### config.mk
export PLATFORM = sky130hd
export DESIGN_NAME = alu_exec_stage_flat
export DESIGN_NICKNAME = d
export VERILOG_FILES = /design/src/rtl/alu_exec_stage_if.sv /design/src/rtl/alu_exec_stage.sv /design/src/flat_wrapper.sv
export SDC_FILE = /design/constraint.sdc
export NUM_CORES = 1
export LEC_CHECK = 0
export CORE_MARGIN = 4
export CORE_UTILIZATION = 63
export DETAILED_ROUTE_END_ITERATION = 8
export PLACE_DENSITY_LB_ADDON = 0.15
export SLEW_MARGIN = 40
export SYNTH_ARGS = -nofsm -noshare
export SYNTH_HDL_FRONTEND = slang
export SYNTH_SLANG_ARGS = --single-unit
### constraint.sdc
create_clock -name clk -period 10.75 [get_ports clk]
set_input_delay 1.6125 -clock clk [delete_from_list [all_inputs] [get_ports clk]]
set_output_delay 1.6125 -clock clk [all_outputs]
set_load 0.02 [all_outputs]
### src/rtl/alu_exec_stage_if.sv
// Handshake bundle for the ALU execute stage: decode-side request and writeback-side result.
// The master side produces requests and consumes results; the slave side is the stage itself.
interface alu_exec_stage_if #(
  parameter int TAG_W = 5
);
  logic             in_valid;
  logic             in_ready;
  logic [3:0]       in_aluop;
  logic [31:0]      in_a;
  logic [31:0]      in_b;
  logic [TAG_W-1:0] in_tag;

  logic             out_valid;
  logic             out_ready;
  logic [31:0]      out_result;
  logic             out_zero;
  logic [TAG_W-1:0] out_tag;

  modport master (
    output in_valid, in_aluop, in_a, in_b, in_tag, out_ready,
    input  in_ready, out_valid, out_result, out_zero, out_tag
  );

  modport slave (
    input  in_valid, in_aluop, in_a, in_b, in_tag, out_ready,
    output in_ready, out_valid, out_result, out_zero, out_tag
  );
endinterface

### src/rtl/alu_exec_stage.sv
// Execute stage: one registered operand stage feeding a combinational 32-bit ALU,
// followed by a 2-entry result FIFO toward writeback, plus a completed-operation counter.

module alu_exec_stage_alu (
  input  logic [31:0] a,
  input  logic [31:0] b,
  input  logic [3:0]  aluop,
  output logic [31:0] result,
  output logic        zero
);
  always_comb begin
    result = 32'd0;
    case (aluop)
      4'b0000: result = a & b;
      4'b0001: result = a | b;
      4'b0010: result = a + b;
      4'b0110: result = a - b;
      4'b0111: result = {31'd0, $signed(a) < $signed(b)};
      4'b1100: result = ~(a | b);
      default: result = 32'd0;
    endcase
  end

  assign zero = (result == 32'd0);
endmodule

module alu_exec_stage #(
  parameter int TAG_W = 5
) (
  input  logic               clk,
  input  logic               rst_n,
  alu_exec_stage_if.slave    bus,
  output logic [15:0]        op_count
);
  logic             s1_valid_reg;
  logic [3:0]       s1_aluop_reg;
  logic [31:0]      s1_a_reg;
  logic [31:0]      s1_b_reg;
  logic [TAG_W-1:0] s1_tag_reg;

  logic [31:0]      fifo_result_reg [2];
  logic             fifo_zero_reg   [2];
  logic [TAG_W-1:0] fifo_tag_reg    [2];
  logic             wr_ptr_reg;
  logic             rd_ptr_reg;
  logic [1:0]       count_reg;
  logic [1:0]       count_next;
  logic [15:0]      op_count_reg;

  logic [31:0]      alu_result;
  logic             alu_zero;
  logic             pop;
  logic             push;
  logic             fifo_space;
  logic             accept;

  alu_exec_stage_alu u_alu (
    .a      (s1_a_reg),
    .b      (s1_b_reg),
    .aluop  (s1_aluop_reg),
    .result (alu_result),
    .zero   (alu_zero)
  );

  assign pop        = bus.out_valid && bus.out_ready;
  assign fifo_space = (count_reg < 2'd2) || pop;
  assign push       = s1_valid_reg && fifo_space;
  // in_ready reaches back to out_ready through fifo_space so a full pipe can still stream.
  assign bus.in_ready = !s1_valid_reg || push;
  assign accept       = bus.in_valid && bus.in_ready;

  assign bus.out_valid  = (count_reg != 2'd0);
  assign bus.out_result = fifo_result_reg[rd_ptr_reg];
  assign bus.out_zero   = fifo_zero_reg[rd_ptr_reg];
  assign bus.out_tag    = fifo_tag_reg[rd_ptr_reg];
  assign op_count       = op_count_reg;

  always_ff @(posedge clk or negedge rst_n) begin
    if (!rst_n) begin
      s1_valid_reg <= 1'b0;
      s1_aluop_reg <= 4'd0;
      s1_a_reg     <= 32'd0;
      s1_b_reg     <= 32'd0;
      s1_tag_reg   <= '0;
    end else begin
      if (accept) begin
        s1_valid_reg <= 1'b1;
        s1_aluop_reg <= bus.in_aluop;
        s1_a_reg     <= bus.in_a;
        s1_b_reg     <= bus.in_b;
        s1_tag_reg   <= bus.in_tag;
      end else if (push) begin
        s1_valid_reg <= 1'b0;
      end
    end
  end

  always_comb begin
    count_next = count_reg;
    case ({push, pop})
      2'b10:   count_next = count_reg + 2'd1;
      2'b01:   count_next = count_reg - 2'd1;
      default: count_next = count_reg;
    endcase
  end

  always_ff @(posedge clk or negedge rst_n) begin
    if (!rst_n) begin
      for (int i = 0; i < 2; i++) begin
        fifo_result_reg[i] <= 32'd0;
        fifo_zero_reg[i]   <= 1'b0;
        fifo_tag_reg[i]    <= '0;
      end
      wr_ptr_reg   <= 1'b0;
      rd_ptr_reg   <= 1'b0;
      count_reg    <= 2'd0;
      op_count_reg <= 16'd0;
    end else begin
      if (push) begin
        fifo_result_reg[wr_ptr_reg] <= alu_result;
        fifo_zero_reg[wr_ptr_reg]   <= alu_zero;
        fifo_tag_reg[wr_ptr_reg]    <= s1_tag_reg;
        wr_ptr_reg                  <= ~wr_ptr_reg;
      end
      if (pop) begin
        rd_ptr_reg   <= ~rd_ptr_reg;
        op_count_reg <= op_count_reg + 16'd1;
      end
      count_reg <= count_next;
    end
  end
endmodule

### src/flat_wrapper.sv
// flat-port wrapper written by rule: the top's interface ports become plain ports
module alu_exec_stage_flat 
#(
  parameter int TAG_W = 5
)
  (clk, rst_n, op_count, bus_in_valid, bus_in_aluop, bus_in_a, bus_in_b, bus_in_tag, bus_out_ready, bus_in_ready, bus_out_valid, bus_out_result, bus_out_zero, bus_out_tag);
  alu_exec_stage_if #(.TAG_W(TAG_W)) bus_i ();
  input  logic clk;
  input  logic rst_n;
  output logic [15:0] op_count;
  input wire logic [$bits(bus_i.in_valid)-1:0] bus_in_valid;
  input wire logic [$bits(bus_i.in_aluop)-1:0] bus_in_aluop;
  input wire logic [$bits(bus_i.in_a)-1:0] bus_in_a;
  input wire logic [$bits(bus_i.in_b)-1:0] bus_in_b;
  input wire logic [$bits(bus_i.in_tag)-1:0] bus_in_tag;
  input wire logic [$bits(bus_i.out_ready)-1:0] bus_out_ready;
  output wire logic [$bits(bus_i.in_ready)-1:0] bus_in_ready;
  output wire logic [$bits(bus_i.out_valid)-1:0] bus_out_valid;
  output wire logic [$bits(bus_i.out_result)-1:0] bus_out_result;
  output wire logic [$bits(bus_i.out_zero)-1:0] bus_out_zero;
  output wire logic [$bits(bus_i.out_tag)-1:0] bus_out_tag;
  assign bus_i.in_valid = bus_in_valid;
  assign bus_i.in_aluop = bus_in_aluop;
  assign bus_i.in_a = bus_in_a;
  assign bus_i.in_b = bus_in_b;
  assign bus_i.in_tag = bus_in_tag;
  assign bus_i.out_ready = bus_out_ready;
  assign bus_in_ready = bus_i.in_ready;
  assign bus_out_valid = bus_i.out_valid;
  assign bus_out_result = bus_i.out_result;
  assign bus_out_zero = bus_i.out_zero;
  assign bus_out_tag = bus_i.out_tag;
  alu_exec_stage #(.TAG_W(TAG_W)) u_core (.clk(clk), .rst_n(rst_n), .bus(bus_i), .op_count(op_count));
endmodule
==> impl_metrics.env <==
export IMPL_fin_crit_ns=4.65
export IMPL_r2r_end="u_core.fifo_zero_reg[0]"
export IMPL_syn_cell_area_um2=12700
export IMPL_p_sw_share_pct=47.7
export IMPL_holdPathEnd="u_core.fifo_result_reg[62]"
export IMPL_reg2reg_depth=12
export IMPL_min_from="u_core.fifo_result_reg[62]"
export IMPL_gp_congestion=1.00
export IMPL_diodes=0
export IMPL_boundaryPins=133
export IMPL_cts_htree_levels=4
export IMPL_finalClockSkew_ns=0.0104
export IMPL_die_area_um2=22600
export IMPL_overflow=0
export IMPL_final_common_cell="nand2_1"
export IMPL_worstPathArrival_ns=3.04
export IMPL_area_growth_pct=16.5
export IMPL_yosysWarningCount=0
export IMPL_cts_sinks=170
export IMPL_seq_power_share_pct=25.9
export IMPL_async_flop_share_pct=100
export IMPL_fin_area_um2=14800
export IMPL_core_area_um2=19700
export IMPL_syn_nets=1585
export IMPL_dp_hpwl_mm=28.8
export IMPL_tns_ns=0
export IMPL_die_x_um=150
export IMPL_cts_root_buf="clkbuf_16"
export IMPL_maxSlewHeadroom_pct=41.7
export IMPL_power_mw=3.90
export IMPL_gr_usage_all_layers_pct=35.2
export IMPL_grt_max_degree=101
export IMPL_fp_dieH_um=150
export IMPL_maxSlewViolCount=0
export IMPL_synth_area_per_cell_um2=9.08
export IMPL_cp_max_fo=3
export IMPL_cpPeakStageDelay_ns=0.67
export IMPL_tightest_slew_ns=0.869
export IMPL_design_final_nets=1670
export IMPL_p_comb_share_pct=57.5
export IMPL_layout_drive_gt1_share_pct=15.7
export IMPL_cp_start_kind="input port"
export IMPL_via_count=11800
export IMPL_p_leak_nw=6.56
export IMPL_path_cells="clkdlybuf4s50_1, nand3b_1, clkdlybuf4s50_1"
export IMPL_first_global_vias=11400
export IMPL_ir_worst_vdd_v=0.000138
export IMPL_via_per_inst=6.68
export IMPL_pwr_share_clk_pct=16.6
export IMPL_critPathSlowestCell="clkdlybuf4s50_1"
export IMPL_hold_viol_final=0
export IMPL_insertion_delay_ns=0.44
export IMPL_finalCritPeriodShare_pct=43.2
export IMPL_cts_clk_slew_worst_paths_ns=0.07
export IMPL_layout_setup_ws_ns=6.10
export IMPL_synthDistinctLibCells=90
export IMPL_synth_edff_count=0
export IMPL_power_switching_mw=1.86
export IMPL_rsz0062_at_grt="no"
export IMPL_setup_viol=0
export IMPL_dp_slack_ns=6.09
export IMPL_status="completed"
export IMPL_min_delay_path_depth=2
export IMPL_cts_buffers=17
export IMPL_cp_end_kind="output pin"
export IMPL_hold_buffers=0
export IMPL_yosysSeqAreaShare_pct=33.4
export IMPL_num_rows=51
export IMPL_nFillCells=1406
export IMPL_cts_setup_buffers=0
export IMPL_max_cap_violations=0
export IMPL_antenna_found_initial=0
export IMPL_largest_reg_flops=64
export IMPL_cpMostUsedCell="clkdlybuf4s50_1"
export IMPL_power_density_nw_per_um2=263
export IMPL_ys_seq_elements=170
export IMPL_crit_type="input port to output pin"
export IMPL_most_common_layout_cells="nand2_1, dfrtp_1, mux2_2"
export IMPL_cts_tree="built"
export IMPL_postCtsResizedCells=0
export IMPL_antenna_left=0
export IMPL_dpl_cell_area_um2=14200
export IMPL_internal_power_mw=2.04
export IMPL_numPortBuffers=132
export IMPL_drt_iter0_drc=1186
export IMPL_clk_path_buf_depth=2
export IMPL_wl_mm=39.4
export IMPL_syn_instance_count=1404
export IMPL_hp_class="flip-flop to flip-flop"
export IMPL_required_ns=9.14
export IMPL_start_util_pct=64.8
export IMPL_reg2reg_slack_ns=6.36
export IMPL_first_pass_iters=6
export IMPL_r2r_start="u_core.s1_b_reg[0]"
export IMPL_drc=0
export IMPL_grt_pass1_wl_mm=62.3
export IMPL_avgRoutedWirePerCell_um=22.3
export IMPL_synth_ff_type="dfrtp_1"
export IMPL_fmax_mhz=215
-- synthesized netlist by cell type (7+ instances only) --
library cell,n,area share (%)
a211oi_1,14,0.82
o22ai_1,16,0.79
o211ai_1,13,0.77
nor2_1,82,2.4
and3_1,8,0.39
a21o_1,14,0.82
dfrtp_1,170,33
o221ai_1,10,0.69
a22oi_1,10,0.59
o21ai_0,58,2.3
o21a_1,8,0.47
ha_1,102,10
clkbuf_1,52,1.5
nand4_1,14,0.69
a221oi_1,18,1.2
nand2_1,177,5.2
buf_2,18,0.71
nand2b_1,12,0.59
nand3_1,20,0.79
o22a_1,7,0.48
a21oi_1,84,3.3
mux2_2,139,12
xor2_1,8,0.55
o21bai_1,7,0.41
o31ai_1,22,1.3
nor2b_1,11,0.54
or2_2,7,0.34
a31oi_1,12,0.59
nor4_1,12,0.59
xnor2_1,16,1.1
nor3_1,30,1.2
inv_1,91,2.7
a221o_1,17,1.3
-- stage by stage --
step	util, %	instances	hold slack (ns)
after global routing	75.5	1767	0.498
after global placement	72.1	1734	0.453
after detailed placement	72.4	1735	0.458
after floorplan	-	1404	0.442
final	75.5	1767	0.476
after CTS	75.5	1767	0.476
-- routing by layer --
metal | up-vias | track usage (%) | wire length [um]
met2 | 614 | 57.2 | 18300
met4 | 0 | 8.42 | 852
met5 | - | 0 | 0
met1 | 5817 | 47.8 | 16400
li1 | 5285 | - | -
met3 | 93 | 8.34 | 3910
-- power by group through the flow --
| stage | registers [mW] | clock network (mW) | logic, mW |
|---|---|---|---|
| 6_report | 1.01 | 0.650 | 2.24 |
| 5_1_grt | 1.03 | 0.680 | 2.40 |
| 3_5_place_dp | 1.01 | 0 | 2.16 |
| 4_1_cts | 1.01 | 0.653 | 2.19 |
| 2_1_floorplan | 0.961 | 0 | 1.50 |
| 3_3_place_gp | 0.985 | 0 | 2.11 |
-- worst max-delay path: cells and delay by family --
kind	cells	cell delay [ns]
buffers and inverters	2	1.16
AND/OR/NAND/NOR	1	0.26
-- layout make-up --
type                    instances  area, um2  share of cell area [%]
clock buffers                  17        425                    2.87
inverters                      96        360                    2.43
multi-input cells            1062       7870                    53.0
repair buffers                142       1410                    9.53
flip-flops and latches        170       4260                    28.7
clock inverters                15        186                    1.26
well taps                     265        332                    2.23
-- worst max-delay path by stage --
stage / to / cells past startpoint / start / slack, ns
final: bus_in_ready / 3 / bus_out_ready / 6.10
after global routing: bus_in_ready / 3 / bus_out_ready / 6.07
after CTS: bus_in_ready / 3 / bus_out_ready / 6.09
after detailed placement: bus_in_ready / 3 / bus_out_ready / 6.09
after global placement: bus_in_ready / 3 / bus_out_ready / 6.23
after floorplan: bus_in_ready / 1 / bus_out_ready / 7.24
-- logic make-up (layout without fill, tap and decap cells) --
family | after synthesis | count (layout) | synth area share (%)
DFF | 170 | 170 | 33.4
xor gates and xnor gates | 24 | 24 | 1.65
AOI/OAI and AO/OA | 378 | 378 | 21.4
muxes | 143 | 143 | 12.6
buffers and inverters | 172 | 270 | 5.42
and+or+nand+nor | 413 | 413 | 15.2
adders and majority gates | 104 | 104 | 10.3
No activity file was read; power rests on OpenSTA's default activity.
